[src/rtl/imem_boot_loader.sv]
// imem_boot_loader
//
// Boot loader that receives a program image as a byte stream, assembles
// little-endian 32-bit words and writes them into instruction memory. The
// core is held in reset until the whole image has been written.
//
// Stream format: 4-byte LE word count N, then N words of 4 bytes each, LE
// (first byte of a word lands in bits [7:0]).
//
// Optional feature, compile-time macro CHECKSUM_EN:
//   When defined, one extra byte follows the image. It must equal the 8-bit
//   wrap-around sum of all N*4 data bytes (header bytes excluded). A match
//   completes the load; a mismatch aborts it. N==0 also expects this byte,
//   with value 8'h00.
//   When undefined, the load completes right after the last word is written.
//
// Parameters:
//   ADDR_W     iMem word-address width
//   DEPTH      iMem capacity in words (must be <= 2**ADDR_W)
//   BASE_ADDR  word address of the first loaded word
//
// Ports:
//   clk         single clock, all logic on posedge
//   rst_n       synchronous reset, ACTIVE-HIGH (1 = reset)
//   byte_valid  byte_data is valid
//   byte_data   stream byte
//   byte_ready  loader accepts a byte this cycle
//   imem_we     iMem write strobe, one cycle per word
//   imem_addr   iMem word address (holds last written value)
//   imem_wdata  iMem write data (holds last written value)
//   core_rst    active-high core reset, released only on a completed load
//   load_done   image fully loaded (sticky until reset)
//   load_err    load aborted (sticky until reset)

module imem_boot_loader #(
  parameter int unsigned ADDR_W    = 10,
  parameter int unsigned DEPTH     = 1024,
  parameter int unsigned BASE_ADDR = 0
) (
  input  logic              clk,
  input  logic              rst_n,
  input  logic              byte_valid,
  input  logic [7:0]        byte_data,
  output logic              byte_ready,
  output logic              imem_we,
  output logic [ADDR_W-1:0] imem_addr,
  output logic [31:0]       imem_wdata,
  output logic              core_rst,
  output logic              load_done,
  output logic              load_err
);

  // Wide enough to hold a word count of DEPTH itself.
  localparam int unsigned CNT_W = $clog2(DEPTH + 1);

  typedef enum logic [2:0] {
    S_HDR,
    S_DATA,
    S_WRITE,
`ifdef CHECKSUM_EN
    S_CSUM,
`endif
    S_DONE,
    S_ERROR
  } state_t;

  state_t             state;
  state_t             state_next;

  // Low for the first cycle after reset so byte_ready reads 0 right after
  // the reset edge, as every other output does.
  logic               armed;

  logic [1:0]         byte_idx;
  // Only the first three bytes of a word need storage; the fourth is
  // taken straight from byte_data when the word completes.
  logic [23:0]        byte_sr;
  logic [31:0]        word_full;
  logic               accept;
  logic               word_last;

  logic [CNT_W-1:0]   n_words;
  logic [CNT_W-1:0]   word_cnt;
  logic [CNT_W-1:0]   word_cnt_inc;
  logic [ADDR_W-1:0]  addr_next;

`ifdef CHECKSUM_EN
  logic [7:0]         csum;
`endif

  assign accept       = byte_valid && byte_ready;
  assign word_full    = {byte_data, byte_sr};
  assign word_last    = accept && (byte_idx == 2'd3);
  assign word_cnt_inc = word_cnt + CNT_W'(1);
  // word_cnt < n_words <= DEPTH whenever this is used, so the address
  // stays inside BASE_ADDR .. BASE_ADDR+DEPTH-1.
  assign addr_next    = ADDR_W'(BASE_ADDR) + ADDR_W'(word_cnt);

  // ---------------------------------------------------------------------
  // State register
  // ---------------------------------------------------------------------
  always_ff @(posedge clk) begin
    if (rst_n) begin
      state <= S_HDR;
    end else begin
      state <= state_next;
    end
  end

  // ---------------------------------------------------------------------
  // Next-state and state-decoded outputs
  // ---------------------------------------------------------------------
  always_comb begin
    state_next = state;
    byte_ready = 1'b0;
    imem_we    = 1'b0;
    core_rst   = 1'b1;
    load_done  = 1'b0;
    load_err   = 1'b0;

    unique case (state)
      S_HDR: begin
        byte_ready = armed;
        if (word_last) begin
          if (word_full == 32'd0) begin
`ifdef CHECKSUM_EN
            state_next = S_CSUM;
`else
            state_next = S_DONE;
`endif
          end else if (word_full > 32'(DEPTH)) begin
            state_next = S_ERROR;
          end else begin
            state_next = S_DATA;
          end
        end
      end

      S_DATA: begin
        byte_ready = armed;
        if (word_last) begin
          state_next = S_WRITE;
        end
      end

      S_WRITE: begin
        imem_we = 1'b1;
        if (word_cnt_inc == n_words) begin
`ifdef CHECKSUM_EN
          state_next = S_CSUM;
`else
          state_next = S_DONE;
`endif
        end else begin
          state_next = S_DATA;
        end
      end

`ifdef CHECKSUM_EN
      S_CSUM: begin
        byte_ready = armed;
        if (accept) begin
          state_next = (byte_data == csum) ? S_DONE : S_ERROR;
        end
      end
`endif

      S_DONE: begin
        core_rst  = 1'b0;
        load_done = 1'b1;
      end

      S_ERROR: begin
        load_err = 1'b1;
      end

      default: begin
        state_next = S_ERROR;
      end
    endcase
  end

  // ---------------------------------------------------------------------
  // Datapath: byte assembly, counters, iMem address/data registers
  // ---------------------------------------------------------------------
  always_ff @(posedge clk) begin
    if (rst_n) begin
      armed      <= 1'b0;
      byte_idx   <= '0;
      byte_sr    <= '0;
      n_words    <= '0;
      word_cnt   <= '0;
      imem_addr  <= ADDR_W'(BASE_ADDR);
      imem_wdata <= '0;
    end else begin
      armed <= 1'b1;

      if (accept && (state == S_HDR || state == S_DATA)) begin
        byte_idx <= byte_idx + 2'd1;
        byte_sr  <= {byte_data, byte_sr[23:8]};
      end

      // An oversize count is never used: that path goes to S_ERROR.
      if (word_last && state == S_HDR) begin
        n_words <= word_full[CNT_W-1:0];
      end

      // Address and data are registered on the 4th byte so they are
      // already stable during the single S_WRITE cycle.
      if (word_last && state == S_DATA) begin
        imem_addr  <= addr_next;
        imem_wdata <= word_full;
      end

      if (state == S_WRITE) begin
        word_cnt <= word_cnt_inc;
      end
    end
  end

`ifdef CHECKSUM_EN
  always_ff @(posedge clk) begin
    if (rst_n) begin
      csum <= '0;
    end else if (accept && state == S_DATA) begin
      csum <= csum + byte_data;
    end
  end
`endif

endmodule

[config.mk]
export PLATFORM = sky130hd
export DESIGN_NAME = imem_boot_loader
export DESIGN_NICKNAME = d
export VERILOG_FILES = /design/src/rtl/imem_boot_loader.sv
export SDC_FILE = /design/constraint.sdc
export NUM_CORES = 1
export LEC_CHECK = 0
export CAP_MARGIN = 40
export CORE_MARGIN = 3
export CORE_UTILIZATION = 28
export CTS_CLUSTER_DIAMETER = 200
export DETAILED_ROUTE_END_ITERATION = 6
export GPL_TIMING_DRIVEN = 0
export PLACE_DENSITY = 0.46
export SLEW_MARGIN = 20
export SYNTH_ARGS = -nofsm -noshare
export SYNTH_HDL_FRONTEND = slang
export SYNTH_SLANG_ARGS = --single-unit
[constraint.sdc]
create_clock -name clk -period 1.8 [get_ports clk]
set_input_delay 0.18 -clock clk [delete_from_list [all_inputs] [get_ports clk]]
set_output_delay 0.18 -clock clk [all_outputs]
set_load 0.02 [all_outputs]
==> results of run 1 <==
==> area by class of cell <==
type / instances / share of cell area
flip-flops and latches: 94 / 0.3614
inverters: 5 / 0.003569
plain buffers: 31 / 0.03450
clock buffers: 11 / 0.04616
clock inverters: 4 / 0.009041
well taps: 176 / 0.04187
repair buffers: 75 / 0.1351
multi-input cells: 352 / 0.3683
==> flip-flops by register name, summed over array words and instances, names as in the netlist <==
| signal | cells |
|---|---|
| imem_wdata | 32 |
| byte_sr | 24 |
| n_words | 11 |
| word_cnt | 11 |
| imem_addr | 10 |
| state | 3 |
| byte_idx | 2 |
| armed | 1 |
==> worst max path at each step <==
stage | slack [ns] | cells past startpoint | end
3_3_place_gp | -0.45 | 6 | state[1]
2_1_floorplan | 0.02 | 6 | word_cnt[9]
6_report | 0.02 | 6 | state[1]
3_5_place_dp | -0.47 | 8 | imem_wdata[21]
4_1_cts | -0.03 | 6 | state[1]
5_1_grt | -0.04 | 7 | state[1]
==> power breakdown <==
part           total, mW  internal, mW  leakage, nW  switching, mW
Sequential          2.11          2.09        0.763         0.0176
Combinational      0.138        0.0470        0.979         0.0911
Clock               1.89          1.10        0.141          0.787
==> cell usage after synthesis, types with 2 or more instances <==
| cell | instances | area (um2) |
|---|---|---|
| sky130_fd_sc_hd__mux2i_1 | 12 | 120.1 |
| sky130_fd_sc_hd__inv_1 | 4 | 15.01 |
| sky130_fd_sc_hd__a211oi_1 | 4 | 30.03 |
| sky130_fd_sc_hd__buf_2 | 11 | 55.05 |
| sky130_fd_sc_hd__xnor2_1 | 6 | 52.55 |
| sky130_fd_sc_hd__and3_1 | 2 | 12.51 |
| sky130_fd_sc_hd__a31oi_1 | 4 | 25.02 |
| sky130_fd_sc_hd__nand2_1 | 148 | 555.5 |
| sky130_fd_sc_hd__dfxtp_1 | 94 | 1882 |
| sky130_fd_sc_hd__nand4_1 | 4 | 25.02 |
| sky130_fd_sc_hd__buf_1 | 2 | 7.510 |
| sky130_fd_sc_hd__nor3b_1 | 3 | 22.52 |
| sky130_fd_sc_hd__clkbuf_1 | 23 | 86.33 |
| sky130_fd_sc_hd__ha_1 | 2 | 25.02 |
| sky130_fd_sc_hd__nand3_1 | 11 | 55.05 |
| sky130_fd_sc_hd__xor2_1 | 10 | 87.58 |
| sky130_fd_sc_hd__nor2b_1 | 5 | 31.28 |
| sky130_fd_sc_hd__or2_2 | 2 | 12.51 |
| sky130_fd_sc_hd__a21oi_1 | 73 | 365.4 |
| sky130_fd_sc_hd__o2111ai_1 | 2 | 17.52 |
| sky130_fd_sc_hd__or3_1 | 3 | 18.77 |
| sky130_fd_sc_hd__nor2_1 | 25 | 93.84 |
| sky130_fd_sc_hd__nor4_1 | 7 | 43.79 |
| sky130_fd_sc_hd__nor3_1 | 3 | 15.01 |
| sky130_fd_sc_hd__o21ai_0 | 8 | 40.04 |
==> cells by family after synthesis <==
| group | count (synthesis) | share of synthesized area |
|---|---|---|
| AO/OA/AOI/OAI | 98 | 0.1383 |
| XOR/XNOR | 16 | 0.03619 |
| multiplexers | 13 | 0.03393 |
| AND/OR/NAND/NOR | 223 | 0.2530 |
| adder cells (fa/ha/maj) | 2 | 0.006461 |
| buffers and inverters | 42 | 0.04620 |
| flip-flops | 94 | 0.4859 |
==> worst register-to-register path, delay by kind of cell (launching register included) <==
family          cells  cell delay [ns]
compound gates      3             0.58
simple gates        2             0.60
buf+inv             1             0.13
flops               1             0.37
==> cells in the final DEF, fill, tap and decap left out, types with 3 or more instances in the layout <==
cell	instances
sky130_fd_sc_hd__mux2i_1	12
sky130_fd_sc_hd__buf_6	7
sky130_fd_sc_hd__xnor2_1	6
sky130_fd_sc_hd__o21ai_0	6
sky130_fd_sc_hd__xor2_1	9
sky130_fd_sc_hd__buf_4	16
sky130_fd_sc_hd__a211oi_1	3
sky130_fd_sc_hd__nor2b_1	4
sky130_fd_sc_hd__dfxtp_1	87
sky130_fd_sc_hd__clkbuf_1	14
sky130_fd_sc_hd__nand4_1	4
sky130_fd_sc_hd__a21oi_1	73
sky130_fd_sc_hd__a31oi_1	3
sky130_fd_sc_hd__clkbuf_16	9
sky130_fd_sc_hd__dfxtp_2	3
sky130_fd_sc_hd__or3_1	3
sky130_fd_sc_hd__nand3_1	9
sky130_fd_sc_hd__nor2_1	25
sky130_fd_sc_hd__buf_2	4
sky130_fd_sc_hd__nor4_1	7
sky130_fd_sc_hd__clkdlybuf4s50_1	52
sky130_fd_sc_hd__dfxtp_4	4
sky130_fd_sc_hd__nand2_1	148
sky130_fd_sc_hd__inv_1	4
sky130_fd_sc_hd__nor3b_1	3
sky130_fd_sc_hd__nor3_1	3
sky130_fd_sc_hd__clkbuf_2	5
==> metal layers <==
layer	up-vias	wire (um)	share of wire
met3	10	454	0.041
met4	0	155	0.014
met2	64	5323	0.48
met5	-	0	0
li1	1795	-	-
met1	1687	5160	0.47
==> per-stage QoR <==
step	std cells	instance area (um2)	power (mW)	hold slack [ns]
after floorplan	488	3874	2.228	0.3160
after global placement	721	4664	2.297	0.4459
after detailed placement	721	4664	2.299	0.4482
after CTS	747	5218	4.204	0.4403
after global routing	748	5259	4.298	0.4637
final	748	5259	4.135	0.4530
==> timing repair <==
item,in CTS,in global routing
gates resized for setup,52,11
setup endpoints to repair,61,49
buffers inserted,14,4
hold endpoints to repair,0,0
pin swaps,12,7
==> key figures, run 1 <==
Timing
  • RSZ-0062 raised after global routing: true
  • Final Max Slew Viols: 0
  • Period minus WS final: between 1.5 and 2 ns
  • Total negative setup slack: 0 ns
  • Min setup slack post-route: 0.02494 ns
  • Headroom to the max-slew limit: 0.5364
  • Maximum clock frequency: 563.4 MHz
  • Final setup viols: 0
  • Part of the cycle the worst path needs: 0.9861
  • Final count of hold timing violations: 0
  • Slew at the pin closest to its max-slew limit: between 0.6 and 0.7 ns
  • Worst clock skew: 0.004388 ns

Drt
  • Routed wire length per instance: around 15 um
  • Antenna Violating Nets Remaining: 0
  • Residual DRC: 0
  • Number of DRC markers in iteration 0: 237
  • DR vias: roughly 3600
  • Vias per inst: roughly 4.8
  • First-pass iteration count of the detailed router: 4
  • Total routed wirelength: ~11 mm

Die
  • Starting Density: 0.2890
  • I/O pin cnt: 58
  • Placeable Area: 13400 um2
  • Die Span X: 123.6 um
  • Die height: 123.6 um
  • Core Rows: 42
  • Total Die Area: 15280 um2

Critical path
  • Worst-case register-to-register setup slack: ~0.025 ns
  • Largest fanout of any net on the critical path: 4
  • Critical R2R Capture: state[1]
  • Family with the most delay on the worst path: simple AND/OR/NAND/NOR gates
  • Startpoint types: flip-flop
  • Required time of the critical path: 2.05 ns
  • Data arrival time at the worst-slack endpoint: 2.02 ns
  • Classification of the worst setup path: reg2reg
  • Peak per-stage delay on the critical path: between 0.5 and 0.6 ns
  • Worst path bufs/invs: 1
  • Sort of element at the end of the critical path: flip-flop
  • Critical-path cell list: buf_6, nand3_4, or4b_1, a31oi_2, o2111ai_2, o31ai_2
  • Critical R2R Launch: word_cnt[0]
  • Depth of the worst register-to-register path: 6
  • Standard cell with the maximum stage delay on the critical path: sky130_fd_sc_hd__or4b_1
  • Start point of the critical path: word_cnt[0]

Final layout
  • Multi-input gate area: slightly below 2000 um2
  • Filler cell count: 1422
  • Final-stage net count: 581
  • Final antenna diode count: 0
  • P&R area growth vs syn: 35.80%
  • Area of all sequential standard cells: 1901 um2
  • Final Core Density: 0.3924
  • Proportion of layout cells with a drive suffix above 1: 0.1364

Min path
  • Startpoint of the most critical hold path: byte_data[1]
  • Worst-case hold path end point: byte_sr[17]
  • Cell depth of the worst hold path: 3
  • Min-delay worst type: in2reg

Placed design
  • Number of buffers added on ports: 57
  • RePlAce Congestion: 0.8253
  • Minimum setup slack after placement: -0.4731 ns
  • HPWL after detailed placement: 7.801 mm

Global routing
  • Vias in the first global route: 3452
  • Number of antenna violations at the first check in global routing: 0
  • Wire length of the first global-routing pass: 18.10 mm
  • GR Layer Usage met3: 0.04314
  • Total congestion overflow: 0
  • Met2 track demand over resource: 0.2508
  • Grt peak-use layer: met2
  • Maximum number of pins on one net before global-route repair: 15
  • Met1 usage in global routing: 0.1990
  • Global Route Usage Sum: 0.1538

CTS
  • Cts hold-fix bufs: 0
  • TritonCTS clock tree: done
  • CTS Buf Count: 9
  • Clock insertion delay at the later pin of the skew report: 0.35 ns
  • Clock H-tree levels: 3
  • Clock transition at the register clock pins on the worst setup and hold paths after CTS: 0.06 ns
  • Maximum number of buffers from clock root to sink: 2
  • Number of sinks driven by the clock tree: 94
  • Buffer cell driving the clock tree root: sky130_fd_sc_hd__clkbuf_16

Synth
  • Fraction of the yosys area taken by sequential cells: 0.4859
  • Post-synth design cell area: 3872 um2
  • Total number of yosys warnings: 0
  • Register bit count reported by yosys: 94
  • Most common flop cell mapped by yosys: sky130_fd_sc_hd__dfxtp_1
  • Synth Net Count: around 500
  • Synthesized netlist cell count: 488
  • Share of flip-flops with an asynchronous set or reset after synthesis: 0
  • Distinct cell type count after synthesis: between 40 and 50
  • EDFF count, synth: 0
  • Mapped Avg Cell Area: 7.935 um2

Power and ir drop
  • Worst VDD drop: 0.0005319 V
  • Static leakage: 1.883 nW
  • Power density cells: a little under 800 nW/um2

Status
  • Run status: completed

Run
  • Number of max-cap violations: 0
(Power assumes the default switching activity.)
==> run 2, diff against run 1 <==
ABC_AREA = 1   (was default)
PLACE_DENSITY = 0.47   (was 0.46)
==> run 2 against run 1 <==
Compared with the run above:
- routed wire length is essentially flat
- final area shrank 5.9%
- via count down 1.6%
- largest power group unchanged
- global-route usage rose by 0.24 points
==> key figures, run 2 <==
Critical path
  • Largest fanout of any net on the critical path: 10 (+6)
  • Startpoint types: flip-flop
  • Classification of the worst setup path: reg2out
  • Data arrival time at the worst-slack endpoint: 1.54 ns (-0.48 ns)
  • Required time of the critical path: 1.62 ns (-0.43 ns)
  • Sort of element at the end of the critical path: output pin

Global routing
  • Total congestion overflow: 0 (unchanged)
  • Maximum number of pins on one net before global-route repair: 15 (unchanged)
  • Global Route Usage Sum: 0.1562 (+0.002422)
  • Vias in the first global route: 3498 (+1.3%)
  • Number of antenna violations at the first check in global routing: 0 (unchanged)
  • Wire length of the first global-routing pass: 18.14 mm (+0.23%)

CTS
  • Number of sinks driven by the clock tree: 94 (unchanged)
  • Resized Gates After CTS: 12 (-77%)
  • Cts hold-fix bufs: 0 (unchanged)
  • Clock insertion delay at the later pin of the skew report: 0.35 ns (about the same)
  • Clock H-tree levels: 3 (unchanged)
  • Buffer cell driving the clock tree root: sky130_fd_sc_hd__clkbuf_16
  • CTS Buf Count: 9 (unchanged)
  • Maximum number of buffers from clock root to sink: 2 (unchanged)
  • Clock transition at the register clock pins on the worst setup and hold paths after CTS: 0.06 ns (about the same)
  • TritonCTS clock tree: done
  • Setup Buffers After CTS: 0 (-14)

Timing
  • Period minus WS final: 1.723 ns (-0.05188 ns)
  • Final count of hold timing violations: 0 (unchanged)
  • Worst clock skew: 0.005795 ns (+0.001407 ns)
  • Maximum clock frequency: 580.3 MHz (+3.0%)
  • Min setup slack post-route: 0.07682 ns (+0.05188 ns)
  • Final setup viols: 0 (unchanged)
  • RSZ-0062 raised after global routing: true
  • Slew at the pin closest to its max-slew limit: 0.5121 ns (-0.1833 ns)
  • Part of the cycle the worst path needs: 0.9573 (-0.02882)
  • Final Max Slew Viols: 0 (unchanged)
  • Headroom to the max-slew limit: 0.6586 (+0.1222)

Placed design
  • Number of buffers added on ports: 56 (-1.8%)
  • HPWL after detailed placement: 8.436 mm (+8.1%)
  • RePlAce Congestion: 0.8541 (+3.5%)
  • Minimum setup slack after placement: -0.2503 ns (+0.2227 ns)

Drt
  • DR vias: 3498 (-1.6%)
  • Total routed wirelength: 11.10 mm (about the same)
  • First-pass iteration count of the detailed router: 4 (unchanged)
  • Routed wire length per instance: 14.74 um (-0.59%)
  • Antenna Violating Nets Remaining: 0 (unchanged)
  • Vias per inst: 4.645 (-2.3%)
  • Residual DRC: 0 (unchanged)
  • Number of DRC markers in iteration 0: 183 (-23%)

Synth
  • Register bit count reported by yosys: 94 (unchanged)
  • Distinct cell type count after synthesis: 31 (-31%)
  • Leading cell types by total area after synthesis: sky130_fd_sc_hd__dfxtp_1 (49%), sky130_fd_sc_hd__o21ai_0 (11%), sky130_fd_sc_hd__a21oi_1 (11%)
  • Cell types with the highest counts after synthesis: sky130_fd_sc_hd__dfxtp_1 (94), sky130_fd_sc_hd__o21ai_0 (88), sky130_fd_sc_hd__a21oi_1 (81), sky130_fd_sc_hd__inv_1 (58), sky130_fd_sc_hd__nand2_1 (50)
  • Mapped Avg Cell Area: 7.619 um2 (-4.0%)
  • Synth Net Count: 518 (+3.4%)
  • Synthesized netlist cell count: 505 (+3.5%)
  • Total number of yosys warnings: 0 (unchanged)
  • Fraction of the yosys area taken by sequential cells: 0.4891 (+0.003161)
  • Synth area leader: sky130_fd_sc_hd__dfxtp_1
  • Most common flop cell mapped by yosys: sky130_fd_sc_hd__dfxtp_1
  • Top-area cell type share of the netlist area: 0.4891 (+0.003161)
  • Most instantiated library cell after synthesis: sky130_fd_sc_hd__dfxtp_1
  • EDFF count, synth: 0 (unchanged)
  • Post-synth design cell area: 3847 um2 (-0.65%)
  • Share of flip-flops with an asynchronous set or reset after synthesis: 0 (unchanged)

Die
  • Total Die Area: 15180 um2 (-0.61%)
  • Core Rows: 42 (unchanged)
  • Starting Density: 0.2882 (-0.0007370)
  • Placeable Area: 13350 um2 (-0.39%)
  • Die height: 123.2 um (-0.31%)
  • Die Span X: 123.2 um (-0.31%)
  • I/O pin cnt: 58 (unchanged)

Final layout
  • Final-stage net count: 585 (+0.69%)
  • Most common cell after layout, fill and taps aside: sky130_fd_sc_hd__dfxtp_1
  • Flip-flop count of the largest register, all copies and words added: 32 (unchanged)
  • Filler cell count: 1438 (+1.1%)
  • Top library cells by usage in the layout, fill and taps aside: sky130_fd_sc_hd__dfxtp_1 (91), sky130_fd_sc_hd__o21ai_0 (86), sky130_fd_sc_hd__a21oi_1 (80), sky130_fd_sc_hd__inv_1 (58), sky130_fd_sc_hd__clkdlybuf4s50_1 (51)
  • Final antenna diode count: 0 (unchanged)
  • P&R area growth vs syn: 28.62%
  • Final Core Density: 0.3707 (-0.02170)
  • Biggest regs: imem_wdata: 32 flops, byte_sr: 24 flops
  • Proportion of layout cells with a drive suffix above 1: 0.08839 (-0.04798)
  • Largest register by flop count: imem_wdata

Power and ir drop
  • Power density cells: 830.4 nW/um2 (+5.6%)
  • Worst VDD drop: 0.0004776 V (-10%)
  • Static leakage: 1.896 nW (+0.65%)

Min path
  • Min-delay worst type: in2reg

Run
  • Number of max-cap violations: 0 (unchanged)

Status
  • Run status: completed
run 2: changes by cell type after synthesis, sizes merged, moves of 6 or more:
cell    previous run  this run
o21ai              8        90
mux2i             12         0
inv                4        62
nor2              25        48
nand3             11        27
nand2            148        53
xor2              10         1
clkbuf            23        17
a21oi             73        82
run 2: worst max-delay path, stage by stage (launching register included):
cell and delay [ns]:
sky130_fd_sc_hd__dfxtp_1 0.43, sky130_fd_sc_hd__nand2_1 0.13, sky130_fd_sc_hd__nor2_2 0.16, sky130_fd_sc_hd__clkbuf_8 0.20
sky130_fd_sc_hd__clkdlybuf4s15_2 0.27
run 2: power breakdown:
group / internal (mW) / switching [mW] / total (mW) / leakage (nW)
sequential: 2.12 / 0.0282 / 2.15 / 0.764
clock: 0.968 / 0.789 / 1.76 / 0.132
combinational: 0.0703 / 0.137 / 0.207 / 1.00
run 2: logic make-up after synthesis:
kind of cell	count (synthesis)	share of synthesized area
adders and majority gates	2	0.006503
AOI/OAI and AO/OA	178	0.2361
buffers and inverters	89	0.09528
and+or+nand+nor	139	0.1626
xor gates and xnor gates	3	0.01041
DFF	94	0.4891
run 2: area by class of cell:
| class | count | area, um2 | area share |
|---|---|---|---|
| flip-flops and latches | 94 | 1888 | 0.3815 |
| multi-input cells | 322 | 1635 | 0.3305 |
| repair buffers | 56 | 556.8 | 0.1125 |
| clock buffers | 12 | 246.5 | 0.04981 |
| inverters | 62 | 232.7 | 0.04703 |
| well taps | 176 | 220.2 | 0.04450 |
| plain buffers | 27 | 146.4 | 0.02958 |
| clock inverters | 4 | 22.52 | 0.004551 |
run 2: path summary, 6_finish.rpt:
path	start	endpoint	slack, ns	cells past startpoint
setup / recovery	state[1]	imem_we	0.08	4
hold / removal	rst_n	state[1]	0.11	2
setup reg to reg	word_cnt[0]	state[1]	0.13	13
hold reg to reg	n_words[3]	n_words[3]	0.47	2
run 2: through the flow:
step / TNS, ns / power (mW) / cells / hold slack (ns) / cell area [um2]
2_1_floorplan: 0 / 2.309 / 505 / 0.3431 / 3847
3_3_place_gp: -0.4198 / 2.402 / 737 / 0.4552 / 4628
3_5_place_dp: -0.4376 / 2.403 / 737 / 0.4664 / 4628
4_1_cts: 0 / 4.164 / 753 / 0.1120 / 4907
5_1_grt: -0.08767 / 4.281 / 753 / 0.1159 / 4949
6_report: 0 / 4.109 / 753 / 0.1057 / 4949
run 2: routing by layer:
layer,vias to the layer above,share of wire,GRT usage
met5,-,0,0
li1,1810,-,-
met4,0,0.021,0.05952
met2,65,0.47,0.2569
met3,15,0.039,0.03980
met1,1608,0.47,0.1967
==> run 3, diff against run 2 <==
CORE_ASPECT_RATIO = 1.4   (was default)
MAX_ROUTING_LAYER = met4   (was default)
SLEW_MARGIN = default   (was 20)
==> run 3 against run 2 <==
Compared with the run above:
- non-clock buffer count unchanged
- final area increased by 0.81%
- clock-buffer cell count decreased by 3
- flip-flop and latch count unchanged
- routed wire length decreased by 0.67%
- final cell count increased by 0.80%
- via count decreased by 0.23%
- critical path depth increased by 8
- maximum frequency decreased by 0.14%
- register-to-register slack got worse by 0.06 ns
- first-iteration DRC count decreased by 19%
- clock power increased by 15%
- critical path type is now reg2reg
- highest routed layer unchanged
==> key figures, run 3 (same netlist as run 2, synthesis figures left out) <==
Status
  • Run status: completed

Timing
  • Part of the cycle the worst path needs: 0.9587 (+0.001385)
  • Period minus WS final: 1.726 ns (+0.002493 ns)
  • Maximum clock frequency: 579.5 MHz (-0.14%)
  • Headroom to the max-slew limit: 0.6722 (+0.01357)
  • Final Max Slew Viols: 0 (unchanged)
  • RSZ-0062 raised after global routing: true
  • Final count of hold timing violations: 0 (unchanged)
  • Worst clock skew: 0.01007 ns (+0.004271 ns)
  • Final setup viols: 0 (unchanged)
  • Slew at the pin closest to its max-slew limit: 0.4917 ns (-0.02036 ns)
  • Total negative setup slack: 0 ns (unchanged)

Critical path
  • Data arrival time at the worst-slack endpoint: 2.01 ns (+0.47 ns)
  • Sort of element at the end of the critical path: flip-flop
  • Largest fanout of any net on the critical path: 6 (-4)
  • Required time of the critical path: 2.08 ns (+0.46 ns)
  • Critical-path cell list: ha_4, xnor2_2, nand3_1, nor2_2, nand2_1, nor2_1, nand2_1, nor2_2, nand2_1, nand2_1, nand2_1, a21oi_2
  • Startpoint types: flip-flop
  • Peak per-stage delay on the critical path: 0.37 ns (-0.06 ns)
  • Classification of the worst setup path: reg2reg
  • Standard cell with the maximum stage delay on the critical path: sky130_fd_sc_hd__dfxtp_4
  • Library cell appearing most often on the critical path: sky130_fd_sc_hd__nand2_1

Global routing
  • Number of antenna violations at the first check in global routing: 0 (unchanged)
  • Maximum number of pins on one net before global-route repair: 19 (+4)
  • Vias in the first global route: 3477 (-0.60%)
  • Global Route Usage Sum: 0.1553 (-0.0008367)
  • Total congestion overflow: 0 (unchanged)
  • Wire length of the first global-routing pass: 17.91 mm (-1.3%)

Run
  • Number of max-cap violations: 0 (unchanged)

Final layout
  • P&R area growth vs syn: 29.66%
  • Area of all sequential standard cells: 1888 um2 (unchanged)
  • Biggest regs: imem_wdata: 32 flops, byte_sr: 24 flops
  • Post-route standard cell area excluding fillers: 4989 um2 (+0.81%)
  • Top library cells by usage in the layout, fill and taps aside: sky130_fd_sc_hd__dfxtp_1 (91), sky130_fd_sc_hd__o21ai_0 (87), sky130_fd_sc_hd__a21oi_1 (81), sky130_fd_sc_hd__inv_1 (58), sky130_fd_sc_hd__clkdlybuf4s50_1 (51)
  • Most common cell after layout, fill and taps aside: sky130_fd_sc_hd__dfxtp_1
  • Filler cell count: 1477 (+2.7%)
  • Final antenna diode count: 0 (unchanged)
  • Proportion of layout cells with a drive suffix above 1: 0.09359 (+0.005199)
  • Multi-input gate area: 1632 um2 (-0.23%)
  • Final Core Density: 0.3726 (+0.001882)
  • Largest register by flop count: imem_wdata
  • Final-stage net count: 585 (unchanged)
  • Flip-flop count of the largest register, all copies and words added: 32 (unchanged)

CTS
  • CTS Buf Count: 9 (unchanged)
  • Buffer cell driving the clock tree root: sky130_fd_sc_hd__clkbuf_16
  • Clock H-tree levels: 3 (unchanged)
  • Setup Buffers After CTS: 0 (unchanged)
  • Clock transition at the register clock pins on the worst setup and hold paths after CTS: 0.07 ns (about the same)
  • Maximum number of buffers from clock root to sink: 2 (unchanged)
  • Number of sinks driven by the clock tree: 94 (unchanged)
  • TritonCTS clock tree: done
  • Clock insertion delay at the later pin of the skew report: 0.36 ns (about the same)

Die
  • Die height: 144.7 um (+17%)
  • Die Span X: 105.1 um (-15%)
  • I/O pin cnt: 58 (unchanged)
  • Starting Density: 0.2874 (-0.0008620)
  • Core Rows: 50 (+19%)
  • Placeable Area: 13390 um2 (+0.30%)
  • Total Die Area: 15200 um2 (+0.13%)

Power and ir drop
  • Worst VDD drop: 0.0005022 V (+5.2%)
  • Power density cells: 876.1 nW/um2 (+5.5%)
  • Static leakage: 1.916 nW (+1.1%)
  • Tot Pwr: 4.371 mW (+6.4%)

Drt
  • Residual DRC: 0 (unchanged)
  • DR vias: 3490 (-0.23%)
  • Routed wire length per instance: 14.53 um (-1.5%)
  • First-pass iteration count of the detailed router: 4 (unchanged)
  • Total routed wirelength: 11.03 mm (-0.67%)
  • Vias per inst: 4.598 (-1.0%)
  • Antenna Violating Nets Remaining: 0 (unchanged)
  • Number of DRC markers in iteration 0: 148 (-19%)

Placed design
  • RePlAce Congestion: 0.8426 (-1.3%)
  • Number of buffers added on ports: 56 (unchanged)
  • HPWL after detailed placement: 8.428 mm (about the same)
  • Post-DP Area: 4636 um2 (+0.16%)

Min path
  • Min-delay worst type: in2reg
[run 3: where the power goes]
| part | leakage, nW | internal (mW) | switching, mW |
|---|---|---|---|
| clock | 0.153 | 1.11 | 0.912 |
| sequential | 0.764 | 2.12 | 0.0272 |
| combinational | 0.999 | 0.0705 | 0.135 |
| total | 1.92 | 3.30 | 1.07 |
[run 3: worst max-delay path, delay by kind of cell (launching register included)]
kind            cells  cell delay [ns]
fa+ha+maj           1             0.25
simple gates        9             0.80
compound gates      1             0.12
flops               1             0.37
xor+xnor            1             0.13
[run 3: metrics by stage]
stage | setup slack [ns] | hold WS, ns | std cells
floorplan | 0.3071 | 0.3431 | 505
global placement | -0.2304 | 0.4548 | 743
detailed placement | -0.2451 | 0.4644 | 743
CTS | -0.01049 | 0.09475 | 759
global route | -0.1140 | 0.1040 | 759
finish | 0.07433 | 0.09852 | 759
[run 3: metal layers]
metal / part of all wire / vias to the layer above / wire, um / track usage
li1: - / 1823 / - / -
met4: 0.020 / 0 / 219 / 0.06220
met2: 0.53 / 47 / 5791 / 0.2858
met3: 0.027 / 16 / 297 / 0.02441
met5: 0 / - / 0 / -
met1: 0.43 / 1604 / 4718 / 0.1675
[run 3: layout make-up]
type | instances | share of cell area
sequential | 94 | 0.3785
tap | 182 | 0.04565
buffer | 27 | 0.02834
multi-input combinational | 322 | 0.3271
timing repair buffer | 56 | 0.1116
clock inverter | 7 | 0.01706
clock buffer | 9 | 0.04515
inverter | 62 | 0.04665
[run 3: path summary, 6_finish.rpt]
kind	to	depth (start not counted)	slack [ns]	start
max	state[1]	12	0.07	word_cnt[0]
min	state[1]	2	0.1	rst_n
max reg2reg	state[1]	12	0.07	word_cnt[0]
min reg2reg	byte_idx[1]	2	0.47	byte_idx[1]
[run 3: timing repair]
| item | CTS | global route |
|---|---|---|
| setup endpoints to repair | 6 | 15 |
| hold endpoints to repair | 0 | 0 |
| pin swaps | 3 | 1 |
| gates resized for setup | 16 | 8 |
| gates cloned | 0 | 0 |
| hold buffers | 0 | 0 |
